[config.mk]
export PLATFORM = sky130hd
export DESIGN_NAME = mix_columns_ctrl
export DESIGN_NICKNAME = d
export VERILOG_FILES = /design/src/rtl/mix_columns_ctrl.sv
export SDC_FILE = /design/constraint.sdc
export NUM_CORES = 1
export LEC_CHECK = 0
export CORE_MARGIN = 3
export CORE_UTILIZATION = 54
export CTS_BUF_LIST = sky130_fd_sc_hd__clkbuf_8
export DETAILED_ROUTE_END_ITERATION = 7
export GPL_TIMING_DRIVEN = 1
export PLACE_DENSITY = 0.88
export SKIP_LAST_GASP = 1
export SYNTH_ARGS = -nofsm -noshare
export SYNTH_HDL_FRONTEND = slang
export SYNTH_SLANG_ARGS = --single-unit
[constraint.sdc]
create_clock -name clock -period 2.3 [get_ports clock]
set_input_delay 0.575 -clock clock [delete_from_list [all_inputs] [get_ports clock]]
set_output_delay 0.575 -clock clock [all_outputs]
set_load 0.01 [all_outputs]
[src/rtl/mix_columns_ctrl.sv]
// mix_columns_ctrl -- sequencer for the byte-serial MixColumns datapath.
//
// Accepts a 128-bit AES state on in_valid/in_ready. It streams the 16 bytes
// column by column to the datapath on mc_in_byte/mc_enable. It captures the
// 16 result bytes from mc_out_byte at the datapath's fixed latency. It then
// returns the reassembled state on out_valid/out_ready. last_round=1 bypasses
// the datapath and hands in_state straight to out_state.
//
// Ports
//   clock, reset_n          clock (rising edge), async active-low reset
//   in_valid/in_ready       input handshake; in_state, last_round qualified by it
//   out_valid/out_ready     output handshake; out_state qualified by out_valid
//   mc_in_byte, mc_enable   byte and accumulate mask to datapath (registered)
//   mc_out_byte             result byte from datapath
//   busy                    FSM not in IDLE
//   blk_count, byp_count    (MC_PERF_CNT_EN only) output / bypass handshake counts
//
// Byte order: byte 0 = [127:120], column c = bytes 4c..4c+3.
// Optional build macro: MC_PERF_CNT_EN adds the two handshake counters.
module mix_columns_ctrl #(
  parameter int MC_LAT = 1            // datapath latency, legal 1..4
) (
  input  logic         clock,
  input  logic         reset_n,
  input  logic         in_valid,
  output logic         in_ready,
  input  logic [127:0] in_state,
  input  logic         last_round,
  output logic         out_valid,
  input  logic         out_ready,
  output logic [127:0] out_state,
  output logic [7:0]   mc_in_byte,
  output logic [7:0]   mc_enable,
  input  logic [7:0]   mc_out_byte,
  output logic         busy
`ifdef MC_PERF_CNT_EN
  ,
  output logic [15:0]  blk_count,
  output logic [15:0]  byp_count
`endif
);

  // vld_pipe[0] marks a fed byte sitting on mc_in_byte. vld_pipe[STAGES] is
  // high in the cycle whose closing edge must sample that byte's result.
  // That edge is 3+MC_LAT edges after the edge that launched the byte.
  localparam int STAGES = MC_LAT + 2;

  typedef enum logic [1:0] {IDLE = 2'd0, FEED, DRAIN, HOLD} state_t;

  state_t              state, state_nxt;
  logic [127:0]        st_q;
  logic [3:0]          feed_idx;
  logic [3:0]          cap_idx;
  logic [STAGES:0]     vld_pipe;
  logic                accept, cap_fire, cap_last, out_fire;

  assign in_ready = (state == IDLE);
  assign busy     = (state != IDLE);
  assign accept   = in_valid & in_ready;
  assign out_fire = out_valid & out_ready;
  assign cap_fire = vld_pipe[STAGES] & ((state == FEED) | (state == DRAIN));
  assign cap_last = cap_fire & (cap_idx == 4'd15);

  always_ff @(posedge clock or negedge reset_n) begin
    if (!reset_n) state <= IDLE;
    else          state <= state_nxt;
  end

  always_comb begin
    state_nxt = state;
    case (state)
      IDLE:    if (accept) state_nxt = last_round ? HOLD : FEED;
      FEED:    if (feed_idx == 4'd15) state_nxt = DRAIN;
      DRAIN:   if (cap_last) state_nxt = HOLD;
      HOLD:    if (out_fire) state_nxt = IDLE;
      default: state_nxt = IDLE;
    endcase
  end

  // Results are written back into st_q in place. Result r is captured
  // at least 4 cycles after byte r was read out, so its slot is free by then.
  // This means one 128-bit buffer serves as both feed source and capture target.
  always_ff @(posedge clock or negedge reset_n) begin
    if (!reset_n) begin
      st_q       <= '0;
      feed_idx   <= '0;
      cap_idx    <= '0;
      vld_pipe   <= '0;
      mc_in_byte <= '0;
      mc_enable  <= '0;
      out_valid  <= 1'b0;
      out_state  <= '0;
    end else begin
      vld_pipe[STAGES:1] <= vld_pipe[STAGES-1:0];
      vld_pipe[0]        <= (state == FEED);
      mc_in_byte         <= '0;
      mc_enable          <= '0;
      case (state)
        IDLE: if (accept) begin
          if (last_round) begin
            out_state <= in_state;
            out_valid <= 1'b1;
          end else begin
            st_q     <= in_state;
            feed_idx <= '0;
            cap_idx  <= '0;
          end
        end
        FEED: begin
          // ~idx == 15-idx selects byte idx counted from the MSB end
          mc_in_byte <= st_q[{~feed_idx, 3'b000} +: 8];
          mc_enable  <= (feed_idx[1:0] == 2'd0) ? 8'h00 : 8'hFF;
          feed_idx   <= feed_idx + 4'd1;
        end
        HOLD: if (out_fire) out_valid <= 1'b0;
        default: ;
      endcase
      if (cap_fire) begin
        st_q[{~cap_idx, 3'b000} +: 8] <= mc_out_byte;
        if (cap_idx != 4'd15) cap_idx <= cap_idx + 4'd1;
      end
      if (cap_last) begin
        out_state <= {st_q[127:8], mc_out_byte};
        out_valid <= 1'b1;
      end
    end
  end

`ifdef MC_PERF_CNT_EN
  logic byp_q;   // the state now in flight took the bypass path

  always_ff @(posedge clock or negedge reset_n) begin
    if (!reset_n) begin
      byp_q     <= 1'b0;
      blk_count <= '0;
      byp_count <= '0;
    end else begin
      if (accept) byp_q <= last_round;
      if (out_fire) begin
        blk_count <= blk_count + 16'd1;
        if (byp_q) byp_count <= byp_count + 16'd1;
      end
    end
  end
`endif

endmodule
==> impl_metrics.toml <==
[route]
vias = 12300
drt_iter0_drc = 1219
routed_wl_mm = 47.9
via_per_inst = 5.95
drtPass1Iterations = 7
wl_per_cell_microns = 23.2
route.detailed.drc = 0
ant_nets = 0

[layout]
num-fill-cells = 1756
multiInputGateArea_sq_um = 7130
final_nets = 1847
final_core_util_pct = 73.1
finalInstanceArea_sq_um = 19300
diodes = 0
layout-drive-gt1-share_pct = 15.1
area_growth_pct = 31.5
ff_latch_area_sq_um = 7010
fin_cells = 2066

[clocking]
htree_levels = 2
clock-sinks = 280
cts_buffers = 45
cts_buffer_depth = 3
root_buffer = "clkbuf_8"
clk_latency_ps = 580
clk_pin_slew_ps = 70
cts_tree = "built"

[timing]
slew-limit-headroom_pct = 58.2
holdWs_ps = 349
period_share_pct = 97.4
layout_min_cycle_time_ps = 2240
tightest_slew_ps = 626
grt_setup_unrepaired = "false"
final_hold_viol_count = 0
fmax_mhz = 446
final_max_slew_viol_count = 0
skew_ps = 30.7
fin_ws_ps = 58.7
setup_viol = 0

[place]
place_congestion = 0.939
hpwl_mm = 34.8
dp_cells = 1981
dp_slack_ps = -2.73
io_buffers = 287
placed_cell_area_sq_um = 18300

[synthesis]
syn_area_sq_um = 14700
synth_edf_count = 0
synthArstFlopShare_pct = 100
synth_nets = 1536
synth_flop_cell = "dfrtp_1"
synth_cell_type_count = 58
ys_ff_latch = 280
ys_top_cells_by_count = "345 x nand2_1, 295 x mux2i_1, 280 x dfrtp_1, 147 x o21ai_0, 56 x mux2_2"
netlist_top_cells_area = "dfrtp_1 48%, mux2i_1 20%, nand2_1 8.8%"
syn_inst = 1385
yosys.area.top_type = "dfrtp_1"
synth_seq_area_share_pct = 47.7
syn_area_per_cell_sq_um = 10.6
yosysMostFrequentCell = "nand2_1"
yosys.area.top_type_share_pct = 47.7
yosysWarnings = 0

[grt]
grt_max_degree = 104
antenna_found_initial = 0
grt.busiest_layer = "met2"
grt_util_met2_pct = 51.1
grt_pass1_wl_mm = 72.0
grt_util_met3_pct = 6.65
grt_usage_pct = 32.1
grtUsageMet1_pct = 44.4
grt_overflow = 0
grt_pass1_vias = 12300

[hold_path]
hp-class = "flip-flop to flip-flop"

[die]
ios = 288
fp.coreArea_sq_um = 26400
start_util_pct = 55.6
dieArea_sq_um = 29200
die_h_microns = 171
die_w_microns = 171
rows = 59

[outcome]
status = "completed"

[run]
maxCapViolations = 0

[setup_path]
end_kind = "output port"
r2r_setup_slack_ps = 160
path_max_fanout = 4
crit_type = "flip-flop to output port"
critPathRequiredTime_ps = 1730
worstSetupStartpointType = "flip-flop"
cp.arrival_ps = 1670

[power]
pwr_density_cell_nw_per_um2 = 1320
peakVddDrop_uv = 726
leakagePower_nw = 8.80
-- worst paths after layout --
check | end | start | cells after the start
setup / recovery | busy | state[1] | 4
hold / removal | vld_pipe[3] | vld_pipe[2] | 0
setup reg to reg | state[1] | state[1] | 6
hold reg to reg | vld_pipe[3] | vld_pipe[2] | 0
max in group asynchronous | out_state[66] | reset_n | 3
min in group asynchronous | out_state[4] | reset_n | 2
-- kinds of logic after synthesis --
family                   share of synthesized area (%)
AND/OR/NAND/NOR                                   12.2
multiplexers                                      27.6
flip-flops                                        47.7
AO/OA/AOI/OAI                                     7.35
buffers and inverters                             4.03
adder cells (fa/ha/maj)                          0.851
XOR/XNOR                                         0.306
-- report_power, final --
part | internal (W) | leakage [nW] | switching, W
sequential | 0.00736 | 3.32 | 0.00219
clock | 0.00249 | 0.538 | 0.00208
combinational | 0.00595 | 4.94 | 0.00548
total | 0.0158 | 8.80 | 0.00974
-- state kept, by name, indices dropped and copies added (netlist names) --
name	flops
vld_pipe	4
out_valid	1
feed_idx	4
mc_in_byte	8
mc_enable	1
state	2
cap_idx	4
st_q	128
out_state	128
-- metal layers --
| layer | part of all wire (%) | vias up |
|---|---|---|
| met2 | 47 | 729 |
| li1 | - | 5430 |
| met4 | 3.8 | 0 |
| met3 | 9.7 | 131 |
| met5 | 0 | - |
| met1 | 40 | 5993 |
-- critical path, stage by stage (launching register included) --
cell	delay (ps)
dfrtp_1	420
inv_1	130
ha_2	210
inv_2	70
dlygate4sd2_1	290
-- final cells by class --
class                   instances  area share, %
flip-flops and latches        280           36.3
multi-input cells             989           36.9
well taps                     335           2.17
repair buffers                370           19.5
inverters                      10          0.194
clock buffers                  54           3.85
clock inverters                28           1.10
-- placed cells by master, fill, tap and decap left out, types with 3 or more instances in the layout --
| cell type | count |
|---|---|
| mux2i_1 | 295 |
| o21ai_0 | 147 |
| ha_1 | 8 |
| dfrtp_1 | 279 |
| o2111ai_1 | 3 |
| a22o_1 | 3 |
| clkinvlp_4 | 3 |
| nor2_2 | 4 |
| mux2_4 | 8 |
| clkbuf_8 | 54 |
| inv_1 | 20 |
| a22oi_1 | 7 |
| o221ai_1 | 5 |
| a21oi_1 | 8 |
| nand2b_1 | 3 |
| nand2_1 | 344 |
| clkinv_2 | 8 |
| buf_12 | 22 |
| mux4_2 | 16 |
| nand3_1 | 7 |
| nor2b_1 | 13 |
| nor3_4 | 3 |
| clkdlybuf4s50_1 | 284 |
| bufinv_16 | 3 |
| buf_4 | 60 |
| nor2_1 | 12 |
| mux2_2 | 56 |
-- metrics by stage --
step	power [W]	setup TNS, ps
floorplan	0.0150	0
global placement	0.0202	0
detailed placement	0.0207	-2.73
CTS	0.0254	-43.3
global route	0.0268	0
finish	0.0255	0
-- timing repair --
| action | 4_1_cts | 5_1_grt |
|---|---|---|
| setup buffers | 0 | 2 |
| hold endpoints to repair | 34 | 0 |
| gates resized for setup | 2 | 5 |
| hold buffers | 1 | 0 |
| endpoints found under the setup margin | 2 | 166 |
Note: power is estimated with default switching activity, not from simulation.
